===== src/rtl/mips_pkg.sv =====
// Shared definitions for the MIPS program loader: FSM state encoding and byte-order constants.
// Header is a 16-bit big-endian word count; each instruction word is 4 bytes, MSB first.
package mips_pkg;

   typedef enum logic [2:0] {
      IDLE   = 3'd0,
      HDR_HI = 3'd1,
      HDR_LO = 3'd2,
      DATA   = 3'd3,
      WRITE  = 3'd4,
      RUN    = 3'd5,
      ERR    = 3'd6
   } state_t;

   localparam int BYTE_W         = 8;
   localparam int BYTES_PER_WORD = 4;
   localparam int HDR_W          = 16;

endpackage


===== src/rtl/mips_prog_loader.sv =====
// Streams a length-prefixed big-endian program into instruction memory, holding the core in reset until done.
// One imem write per 4 accepted bytes (write lands the cycle after the 4th byte); in_ready drops during WRITE/RUN/ERR/IDLE.
module mips_prog_loader
   import mips_pkg::*;
#(
   parameter int IMEM_AW = 5
) (
   input  logic               clk,
   input  logic               rst,
   input  logic               start,
   input  logic               in_valid,
   input  logic [7:0]         in_data,
   output logic               in_ready,
   output logic               imem_we,
   output logic [IMEM_AW-1:0] imem_addr,
   output logic [31:0]        imem_wdata,
   output logic               cpu_rst,
   output logic               busy,
   output logic               done,
   output logic               err
);

   localparam logic [HDR_W:0] DEPTH = (HDR_W+1)'(1) << IMEM_AW;

   state_t             state;
   logic [BYTE_W-1:0]  hdr_hi;
   logic [HDR_W-1:0]   n_words;
   logic [IMEM_AW:0]   word_idx;
   logic [1:0]         byte_cnt;
   logic [23:0]        shift;
   logic               fire;
   logic [HDR_W-1:0]   hdr_n;
   logic [HDR_W-1:0]   next_idx;

   assign fire     = in_valid && in_ready;
   assign hdr_n    = {hdr_hi, in_data};
   assign next_idx = HDR_W'(word_idx) + HDR_W'(1);

   // Status outputs decode directly from the state flop, so they change only on clock edges.
   assign in_ready = (state == HDR_HI) || (state == HDR_LO) || (state == DATA);
   assign busy     = in_ready || (state == WRITE);
   assign done     = (state == RUN);
   assign err      = (state == ERR);
   assign cpu_rst  = (state != RUN);

   always_ff @(posedge clk or negedge rst) begin
      if (!rst) begin
         state      <= IDLE;
         hdr_hi     <= '0;
         n_words    <= '0;
         word_idx   <= '0;
         byte_cnt   <= '0;
         shift      <= '0;
         imem_we    <= 1'b0;
         imem_addr  <= '0;
         imem_wdata <= '0;
      end else begin
         imem_we <= 1'b0;
         case (state)
            IDLE: if (start) state <= HDR_HI;
            HDR_HI: if (fire) begin
               hdr_hi <= in_data;
               state  <= HDR_LO;
            end
            HDR_LO: if (fire) begin
               n_words  <= hdr_n;
               word_idx <= '0;
               byte_cnt <= '0;
               if (hdr_n == '0)
                  state <= RUN;
               else if ({1'b0, hdr_n} > DEPTH)
                  state <= ERR;
               else
                  state <= DATA;
            end
            DATA: if (fire) begin
               shift    <= {shift[15:0], in_data};
               byte_cnt <= byte_cnt + 2'd1;
               // Fourth byte completes the word; address/data latch here and stay put until the next write.
               if (byte_cnt == 2'(BYTES_PER_WORD - 1)) begin
                  imem_we    <= 1'b1;
                  imem_addr  <= word_idx[IMEM_AW-1:0];
                  imem_wdata <= {shift, in_data};
                  state      <= WRITE;
               end
            end
            WRITE: begin
               word_idx <= word_idx + 1'b1;
               state    <= (next_idx == n_words) ? RUN : DATA;
            end
            RUN, ERR: if (start) state <= HDR_HI;
            default: state <= IDLE;
         endcase
      end
   end

endmodule


===== config.mk =====
export PLATFORM = sky130hd
export DESIGN_NAME = mips_prog_loader
export DESIGN_NICKNAME = d
export VERILOG_FILES = /design/src/rtl/mips_pkg.sv /design/src/rtl/mips_prog_loader.sv
export SDC_FILE = /design/constraint.sdc
export NUM_CORES = 1
export LEC_CHECK = 0
export BUFFER_PORTS_ARGS = -buffer_cell sky130_fd_sc_hd__buf_2
export CAP_MARGIN = 20
export CORE_ASPECT_RATIO = 1.2
export CORE_MARGIN = 5
export CORE_UTILIZATION = 30
export DETAILED_ROUTE_END_ITERATION = 16
export MAX_ROUTING_LAYER = met4
export SLEW_MARGIN = 40
export SYNTH_ARGS = -nofsm -noshare
export SYNTH_HDL_FRONTEND = slang
export SYNTH_SLANG_ARGS = --single-unit

===== constraint.sdc =====
create_clock -name clk -period 3.3 [get_ports clk]
set_input_delay 0.165 -clock clk [delete_from_list [all_inputs] [get_ports clk]]
set_output_delay 0.165 -clock clk [all_outputs]
set_load 0.005 [all_outputs]

==> metrics.yaml, run 1 <==
sta:
  hold_viol: 0
  grt_setup_unrepaired: "no"
  holdWs_ns: 0.1259
  drv_slew: 0
  skew_ns: 0.008126
  worst_slew_pin_slew_ns: 0.6592
  fin_ws_ns: 0.9295
  min_period_over_period_pct: 71.83
  maxSlewHeadroom_pct: 55.82
  tns_ns: 0
  period_minus_slack_ns: 2.370
  setup_viol: 0
  fmax_mhz: 421.9
worst_setup_path:
  r2r_end: "imem_addr[1]"
  critPathLaunchType: "register"
  cp_common_cell: "inv_2"
  cp_max_fo: 28
  reg2reg_depth: 6
  slowest_stage: "dfrtp_1"
  reg2reg_from: "state[2]"
  end_kind: "register"
  worstPathArrival_ns: 2.59
  worstPathRequired_ns: 3.52
  worstPathCellList: "inv_2 > nand4_2 > inv_2 > nand2_1 > buf_12 > mux2_2"
  reg2reg_slack_ns: 0.93
  worst_path_largest_cell_delay_ns: 0.56
  crit_type: "register to register"
drt:
  drc_errors: 0
  vias: 2718
  routed_wl_um: 8711
  avgViaCountPerCell: 4.678
  drtAntennaViolNets: 0
  wl_per_cell_um: 14.99
  firstDrtPassIters: 4
  drtIter0Drc: 162
power_and_ir_drop:
  irDropWorstVdd_mv: 0.3613
  powerDensity_nw_per_um2: 796.5
  total_leakage_power_nw: 2.478
  p_total_w: 0.003867
floorplan:
  boundaryPins: 55
  std_cell_rows: 47
  die_area_sq_um: 16170
  die_h_um: 138.3
  initial_core_util_pct: 30.17
  coreArea_sq_um: 13640
  die_w_um: 116.9
cells_and_area:
  syn2layout_area_growth_pct: 17.93
  n_fill_cell: 1377
  stdcell_area_sq_um: 4855
  n_antenna_cell: 0
  layout.nets: 419
  drive_above_1_share_pct: 34.63
cts:
  cts_buffers: 9
  tritoncts: "built"
  clk_pin_slew_ns: 0.06
  root_buffer: "clkbuf_16"
  cts.sinks: 97
  cts_buffer_depth: 2
  clkLatencyLatePin_ns: 0.34
  htree_levels: 3
logic_synthesis:
  ys_warn_count: 0
  postSynthCellCount: 350
  seq_area_frac_synth_pct: 58.97
  synth_seq_cells: 97
  syn_avg_cell_area_sq_um: 11.76
  synth_edf_count: 0
  syn-cell-area_sq_um: 4116
  ys_types: 44
  ys.flop_type: "dfrtp_1"
  synthArstFlopShare_pct: 100.0
  synth_nets: 364
outcome:
  status: "finished, final reports clean"
hold_path:
  worstHoldPathType: "primary input to register"
  hold-path-cell-count: 3
  min_from: "in_data[6]"
  min_to: "shift[6]"
place:
  post_dp_cell_area_sq_um: 4568
  io_buffer_count: 54
  place.gp.congestion: 0.8025
  dp_slack_ns: 0.9307
  dp.final_hpwl_um: 6155
grt:
  grt_pass1_wl_um: 14520
  track_usage_pct: 11.69
  antenna_found_initial: 0
  grt_pass1_vias: 2781
  grt_overflow: 0
  grt_max_degree: 37
job:
  drv_cap: 0
-- registers in the layout, summed over array words and instances (netlist names) --
name	count
imem_wdata	32
shift	24
n_words	16
hdr_hi	8
word_idx	6
imem_addr	5
state	3
byte_cnt	2
imem_we	1
-- area by class of cell --
| cell class | instances | area (sq um) | area share [%] |
|---|---|---|---|
| sequential | 97 | 2427 | 50.00 |
| multi-input combinational | 230 | 1574 | 32.42 |
| timing repair buffer | 61 | 340.3 | 7.010 |
| clock buffer | 14 | 264.0 | 5.438 |
| tap | 171 | 214.0 | 4.407 |
| inverter | 6 | 22.52 | 0.4639 |
| clock inverter | 2 | 12.51 | 0.2577 |
-- cell usage after synthesis (all sizes together), types with 3 or more instances --
library cell | number | share of area [%]
dfrtp | 97 | 59
nand2 | 87 | 7.9
mux2 | 61 | 17
o21ai | 13 | 1.6
buf | 11 | 1.7
a21oi | 9 | 1.1
clkbuf | 6 | 0.55
inv | 6 | 0.55
nor2 | 6 | 0.61
xor2 | 6 | 1.5
nand3 | 5 | 0.61
nand3b | 4 | 0.73
nor3 | 3 | 0.49
or4 | 3 | 0.55
xnor2 | 3 | 0.64
-- logic make-up after synthesis --
kind of cell / count (synthesis) / share of synthesized area [%]
buf+inv: 23 / 2.796
xor+xnor: 9 / 2.097
mux: 63 / 17.17
flops: 97 / 58.97
fa+ha+maj: 2 / 0.6078
compound gates: 35 / 5.228
simple gates: 121 / 13.13
-- how the worst max path moves through the flow --
stage                           start             end  slack [ns]  cells past startpoint
after CTS                    state[2]  imem_wdata[15]        0.92                      6
final                        state[2]    imem_addr[1]        0.93                      6
after floorplan           word_idx[1]        state[1]        1.35                      6
after global routing         state[2]    imem_addr[3]        0.73                      6
after detailed placement     state[2]  imem_wdata[24]        0.93                      6
after global placement       state[2]    imem_addr[3]        1.02                      6
-- worst max-delay path: cells and delay by family (launching register included) --
family	cells	cell delay (ns)
mux	1	0.28
buf+inv	3	0.84
simple gates	2	0.56
flops	1	0.56
-- what timing repair did --
action,CTS,global route
hold endpoints to repair,34,0
endpoints found under the setup margin,0,0
hold buffers,1,0
gates resized for setup,0,0
setup buffers,0,0
-- stage by stage --
stage | cells | util [%]
6_report | 581 | 35.58
5_1_grt | 581 | 35.58
4_1_cts | 581 | 35.58
3_5_place_dp | 564 | 33.48
3_3_place_gp | 564 | 33.48
2_1_floorplan | 350 | -
-- routing by layer --
metal	GRT usage, %	up-vias	share of wire [%]
met3	2.535	8	4.4
li1	-	1307	-
met5	-	-	0
met4	4.650	0	1.7
met1	15.72	1349	45
met2	17.14	54	49
-- placed cells by master, fill, tap and decap left out, types with 3 or more instances in the layout --
master	count
xnor2_1	3
nand3b_1	4
clkbuf_1	3
a21oi_1	9
mux2_2	61
inv_1	4
or4_1	3
buf_2	53
o21ai_0	13
dfrtp_1	97
nor2_1	5
xor2_1	5
clkbuf_16	9
buf_4	6
nand3_1	5
nand2_1	87
-- power by group --
group / switching (W) / internal (W) / total [W] / leakage (nW)
Combinational: 0.000500 / 0.000525 / 0.00103 / 1.07
Clock: 0.000418 / 0.000552 / 0.000970 / 0.133
Sequential: 0.000300 / 0.00157 / 0.00187 / 1.27
Total: 0.00122 / 0.00265 / 0.00387 / 2.48
No activity file was read; power rests on OpenSTA's default activity.
==> inputs of run 2 (changes only) <==
==> constraint.sdc (replaced) <==
create_clock -name clk -period 2.4 [get_ports clk]
set_input_delay 0.12 -clock clk [delete_from_list [all_inputs] [get_ports clk]]
set_output_delay 0.12 -clock clk [all_outputs]
set_load 0.005 [all_outputs]
==> metrics.yaml, run 2 (same netlist as run 1, synthesis figures left out) <==
outcome:
  status: "finished, final reports clean"  # unchanged
sta:
  fmax_mhz: 451.5  # was 421.9 MHz
  hold_viol: 0  # unchanged
  grt_setup_unrepaired: "no"  # unchanged
  maxSlewHeadroom_pct: 55.88  # was 55.82%
  tns_ns: 0  # unchanged
  worst_slew_pin_slew_ns: 0.6582  # was 0.6592 ns
  period_minus_slack_ns: 2.215  # was 2.370 ns
  setup_viol: 0  # unchanged
  drv_slew: 0  # unchanged
  min_period_over_period_pct: 92.28  # was 71.83%
  skew_ns: 0.008315  # was 0.008126 ns
worst_setup_path:
  reg2reg_from: "word_idx[1]"  # was state[2]
  end_kind: "register"  # unchanged
  crit_type: "register to register"  # unchanged
  worstPathArrival_ns: 2.44  # was 2.59 ns
  r2r_end: "state[1]"  # was imem_addr[1]
  critPathLaunchType: "register"  # unchanged
  worstPathRequired_ns: 2.62  # was 3.52 ns
  reg2reg_slack_ns: 0.19  # was 0.93 ns
  reg2reg_depth: 6  # unchanged
  cp_max_fo: 7  # was 28
floorplan:
  boundaryPins: 55  # unchanged
  die_h_um: 138.3  # unchanged
  std_cell_rows: 47  # unchanged
  coreArea_sq_um: 13640  # unchanged
  die_area_sq_um: 16170  # unchanged
  initial_core_util_pct: 30.17  # unchanged
  die_w_um: 116.9  # unchanged
cells_and_area:
  syn2layout_area_growth_pct: 18.88  # was 17.93%
  top_regs: "imem_wdata x32, shift x24, n_words x16"  # unchanged
  top_register: "imem_wdata"  # unchanged
  largest_reg_flops: 32  # unchanged
  final_common_cell: "dfrtp_1"  # unchanged
  n_fill_cell: 1366  # was 1377
  drive_above_1_share_pct: 35.44  # was 34.63%
  fin_cells: 583  # was 581
  layout.nets: 421  # was 419
  stdcell_area_sq_um: 4893  # was 4855 sq um
  layout_common_cells: "dfrtp_1 (97), nand2_1 (87), mux2_2 (61)"  # unchanged
  n_antenna_cell: 0  # unchanged
power_and_ir_drop:
  irDropWorstVdd_mv: 0.4164  # was 0.3613 mV
  total_leakage_power_nw: 2.504  # was 2.478 nW
  powerDensity_nw_per_um2: 1103  # was 796.5 nW/um^2
grt:
  use_met3_pct: 2.535  # unchanged
  grt_overflow: 0  # unchanged
  use_met2_pct: 18.58  # was 17.14%
  antenna_found_initial: 0  # unchanged
  grt_pass1_wl_um: 14860  # was 14520 um
  grt_max_degree: 53  # was 37
  track_usage_pct: 12.02  # was 11.69%
  grt_pass1_vias: 2895  # was 2781
  grt-busiest-layer: "met2"  # unchanged
  met1_usage_pct: 14.97  # was 15.72%
hold_path:
  worstHoldPathType: "primary input to register"  # unchanged
  hold-path-cell-count: 3  # unchanged
  min_from: "in_data[2]"  # was in_data[6]
  min_to: "shift[2]"  # was shift[6]
cts:
  tritoncts: "built"  # unchanged
  cts_buffers: 9  # unchanged
  clkLatencyLatePin_ns: 0.34  # about the same
  root_buffer: "clkbuf_16"  # unchanged
  cts_buffer_depth: 2  # unchanged
  htree_levels: 3  # unchanged
  clk_pin_slew_ns: 0.06  # about the same
  cts.sinks: 97  # unchanged
place:
  io_buffer_count: 54  # unchanged
  placed_cells: 566  # was 564
  post_dp_cell_area_sq_um: 4596  # was 4568 sq um
  dp.final_hpwl_um: 5960  # was 6155 um
  place.gp.congestion: 0.8542  # was 0.8025
drt:
  routed_wl_um: 8759  # was 8711 um
  wl_per_cell_um: 15.02  # was 14.99 um
  avgViaCountPerCell: 4.830  # was 4.678
  vias: 2816  # was 2718
  drtAntennaViolNets: 0  # unchanged
  drtIter0Drc: 157  # was 162
  drc_errors: 0  # unchanged
  firstDrtPassIters: 6  # was 4
job:
  drv_cap: 0  # unchanged
## run 2: cell count changes in the layout (fill, tap and decap cells not counted), sizes merged
cell,change
clkinvlp,-1
buf,+2
clkbuf,-2
inv,+3
## run 2: stage by stage
step / total power [W] / hold slack, ns / util (%) / setup slack [ns]
floorplan: 0.003532 / -0.1756 / - / 0.4497
global placement: 0.004001 / 0.1697 / 33.68 / 0.3245
detailed placement: 0.004066 / 0.1782 / 33.68 / 0.2161
CTS: 0.005471 / 0.03684 / 35.87 / 0.2039
global route: 0.005762 / 0.05822 / 35.87 / 0.06568
finish: 0.005400 / 0.05759 / 35.87 / 0.1852
## run 2: worst max-delay path by stage
stage           startpoint  endpoint  slack [ns]  cells past startpoint
2_1_floorplan  word_idx[1]  state[1]        0.45                      6
3_3_place_gp   word_idx[1]  state[1]        0.32                      6
3_5_place_dp   word_idx[1]  state[1]        0.22                      6
4_1_cts        word_idx[1]  state[1]        0.20                      6
5_1_grt        word_idx[1]  state[1]        0.07                      6
6_report       word_idx[1]  state[1]        0.19                      6
## run 2: timing repair
item / CTS / global route
resized for setup: 0 / 0
hold buffers: 1 / 0
endpoints found under the hold margin: 45 / 0
buffers inserted: 0 / 0
## run 2: report_power, final
part	total [W]	switching (W)	internal, W	leakage (nW)
Combinational	0.00145	0.000702	0.000747	1.09
Clock	0.00138	0.000609	0.000769	0.144
Sequential	0.00257	0.000413	0.00216	1.27
## run 2: layer usage
layer | vias to the layer above | share of wire, %
met2 | 75 | 49
met3 | 12 | 4.3
met5 | - | 0
met4 | 0 | 2.0
li1 | 1314 | -
met1 | 1415 | 44
## run 2: area by class of cell
| cell class | instances | area [sq um] | area share [%] |
|---|---|---|---|
| sequential | 97 | 2427 | 49.60 |
| multi-input combinational | 230 | 1574 | 32.17 |
| timing repair buffer | 63 | 367.9 | 7.517 |
| clock buffer | 12 | 256.5 | 5.242 |
| tap | 171 | 214.0 | 4.372 |
| clock inverter | 4 | 31.28 | 0.6392 |
| inverter | 6 | 22.52 | 0.4602 |
## run 2: worst max-delay path: stages, from the launching register on
cell	delay, ns
dfrtp_1	0.46
ha_1	0.31
nand3_1	0.17
o21ai_0	0.19
o211ai_1	0.11
or4_1	0.53
a211o_1	0.32
==> inputs of run 3 (changes only) <==
--- a/config.mk
+++ b/config.mk
@@ -5,12 +5,12 @@
 export SDC_FILE = /design/constraint.sdc
 export NUM_CORES = 1
 export LEC_CHECK = 0
-export BUFFER_PORTS_ARGS = -buffer_cell sky130_fd_sc_hd__buf_2
 export CAP_MARGIN = 20
 export CORE_ASPECT_RATIO = 1.2
 export CORE_MARGIN = 5
 export CORE_UTILIZATION = 30
 export DETAILED_ROUTE_END_ITERATION = 16
+export DONT_BUFFER_PORTS = 1
 export MAX_ROUTING_LAYER = met4
 export SLEW_MARGIN = 40
 export SYNTH_ARGS = -nofsm -noshare
==> metrics.yaml, run 3 (same netlist as run 1, synthesis figures left out) <==
sta:
  tns_ns: 0  # unchanged
  fin_ws_ns: 0.1687  # was 0.1852 ns
  holdWs_ns: -0.5201  # was 0.05759 ns
  skew_ns: 0.006168  # was 0.008315 ns
  setup_viol: 0  # unchanged
  maxSlewHeadroom_pct: 56.39  # was 55.88%
  hold_viol: 97  # was 0
  worst_slew_pin_slew_ns: 0.6506  # was 0.6582 ns
  grt_setup_unrepaired: "no"  # unchanged
  min_period_over_period_pct: 92.97  # was 92.28%
  fmax_mhz: 448.2  # was 451.5 MHz
  drv_slew: 0  # unchanged
  period_minus_slack_ns: 2.231  # was 2.215 ns
floorplan:
  die_w_um: 116.9  # unchanged
  initial_core_util_pct: 30.17  # unchanged
  std_cell_rows: 47  # unchanged
  die_area_sq_um: 16170  # unchanged
  coreArea_sq_um: 13640  # unchanged
  die_h_um: 138.3  # unchanged
  boundaryPins: 55  # unchanged
worst_setup_path:
  crit_type: "register to register"  # unchanged
  end_kind: "register"  # unchanged
  reg2reg_depth: 6  # unchanged
  worstPathRequired_ns: 2.62  # about the same
  cp_max_fo: 9  # was 7
  critPathLaunchType: "register"  # unchanged
  worstPathArrival_ns: 2.45  # was 2.44 ns
  reg2reg_slack_ns: 0.17  # was 0.19 ns
cts:
  cts_buffers: 9  # unchanged
  clkLatencyLatePin_ns: 0.34  # about the same
  hold_buffers: 8  # was 1
  root_buffer: "clkbuf_16"  # unchanged
  htree_levels: 3  # unchanged
  cts.sinks: 97  # unchanged
  cts_buffer_depth: 2  # unchanged
  tritoncts: "built"  # unchanged
  clk_pin_slew_ns: 0.06  # about the same
grt:
  grt_pass1_vias: 2675  # was 2895
  grt_pass1_wl_um: 14900  # was 14860 um
  grt_max_degree: 98  # was 53
  antenna_found_initial: 0  # unchanged
  grt_overflow: 0  # unchanged
  track_usage_pct: 12.34  # was 12.02%
drt:
  avgViaCountPerCell: 4.906  # was 4.830
  firstDrtPassIters: 4  # was 6
  drc_errors: 0  # unchanged
  wl_per_cell_um: 17.20  # was 15.02 um
  drtAntennaViolNets: 0  # unchanged
  vias: 2610  # was 2816
  drtIter0Drc: 232  # was 157
  routed_wl_um: 9149  # was 8759 um
place:
  dp.final_hpwl_um: 5816  # was 5960 um
  dp_slack_ns: 0.2165  # was 0.2161 ns
  place.gp.congestion: 0.8559  # was 0.8542
  post_dp_cell_area_sq_um: 4278  # was 4596 sq um
  io_buffer_count: 0  # was 54
  placed_cells: 509  # was 566
outcome:
  violations: "hold timing"
  status: "finished with violations"  # was finished, final reports clean
cells_and_area:
  top_register: "imem_wdata"  # unchanged
  layout.nets: 371  # was 421
  n_fill_cell: 1358  # was 1366
  largest_reg_flops: 32  # unchanged
  n_antenna_cell: 0  # unchanged
  syn2layout_area_growth_pct: 13.37  # was 18.88%
  drive_above_1_share_pct: 24.38  # was 35.44%
  fin_cells: 532  # was 583
  final_common_cell: "dfrtp_1"  # unchanged
  top_regs: "imem_wdata x32, shift x24, n_words x16"  # unchanged
  layout_common_cells: "dfrtp_1 (97), nand2_1 (86), mux2_2 (61)"  # was dfrtp_1 (97), nand2_1 (87), mux2_2 (61)
  stdcell_area_sq_um: 4667  # was 4893 sq um
hold_path:
  worstHoldPathType: "primary input to asynchronous set/reset pin"  # was primary input to register
job:
  drv_cap: 0  # unchanged
power_and_ir_drop:
  total_leakage_power_nw: 2.236  # was 2.504 nW
  powerDensity_nw_per_um2: 1147  # was 1103 nW/um^2
  p_total_w: 0.005355  # was 0.005400 W
  irDropWorstVdd_mv: 0.4823  # was 0.4164 mV
==> run 3: metal layers <==
| layer | wire, um | track usage (%) | up-vias |
|---|---|---|---|
| met5 | 0 | - | - |
| met4 | 183 | 5.072 | 0 |
| met3 | 619 | 4.108 | 11 |
| met2 | 4332 | 18.04 | 66 |
| met1 | 4014 | 15.66 | 1323 |
| li1 | - | - | 1210 |
==> run 3: cell type report <==
type | count | area (sq um) | share of cell area (%)
multi-input combinational | 230 | 1577 | 33.78
clock buffer | 11 | 232.7 | 4.987
timing repair buffer | 13 | 117.6 | 2.520
tap | 171 | 214.0 | 4.584
clock inverter | 4 | 76.32 | 1.635
inverter | 6 | 22.52 | 0.4826
sequential | 97 | 2427 | 52.01
==> run 3: stage by stage <==
stage / hold slack [ns] / utilization, %
global placement: -0.1686 / 31.36
CTS: -0.5441 / 34.21
finish: -0.5201 / 34.21
global route: -0.5453 / 34.21
detailed placement: -0.1682 / 31.36
floorplan: -0.1756 / -
==> run 3: worst paths after layout <==
check	from	to
max in group asynchronous	rst	state[0]
min reg2reg	shift[18]	shift[18]
max reg2reg	word_idx[0]	state[1]
min in group clk	start	state[1]
max	word_idx[0]	state[1]
min	rst	word_idx[5]
==> run 3: timing repair <==
action | CTS | global route
hold endpoints to repair | 129 | 97
buffers inserted | 0 | 0
endpoints found under the setup margin | 0 | 0
resized for setup | 0 | 0
==> run 3: critical path, cell delays in order (launching register included) <==
cell and delay, ns:
dfrtp_1 0.50, ha_1 0.32, nand3_1 0.17, o21ai_0 0.19, o211ai_1 0.11, or4_1 0.51, a211o_1 0.31
==> run 3: report_power, final <==
group / switching, W / leakage, nW / internal [W] / total (W)
Sequential: 0.000467 / 1.27 / 0.00216 / 0.00263
Combinational: 0.000588 / 0.816 / 0.000629 / 0.00122
Clock: 0.000599 / 0.146 / 0.000912 / 0.00151
Total: 0.00165 / 2.24 / 0.00370 / 0.00536
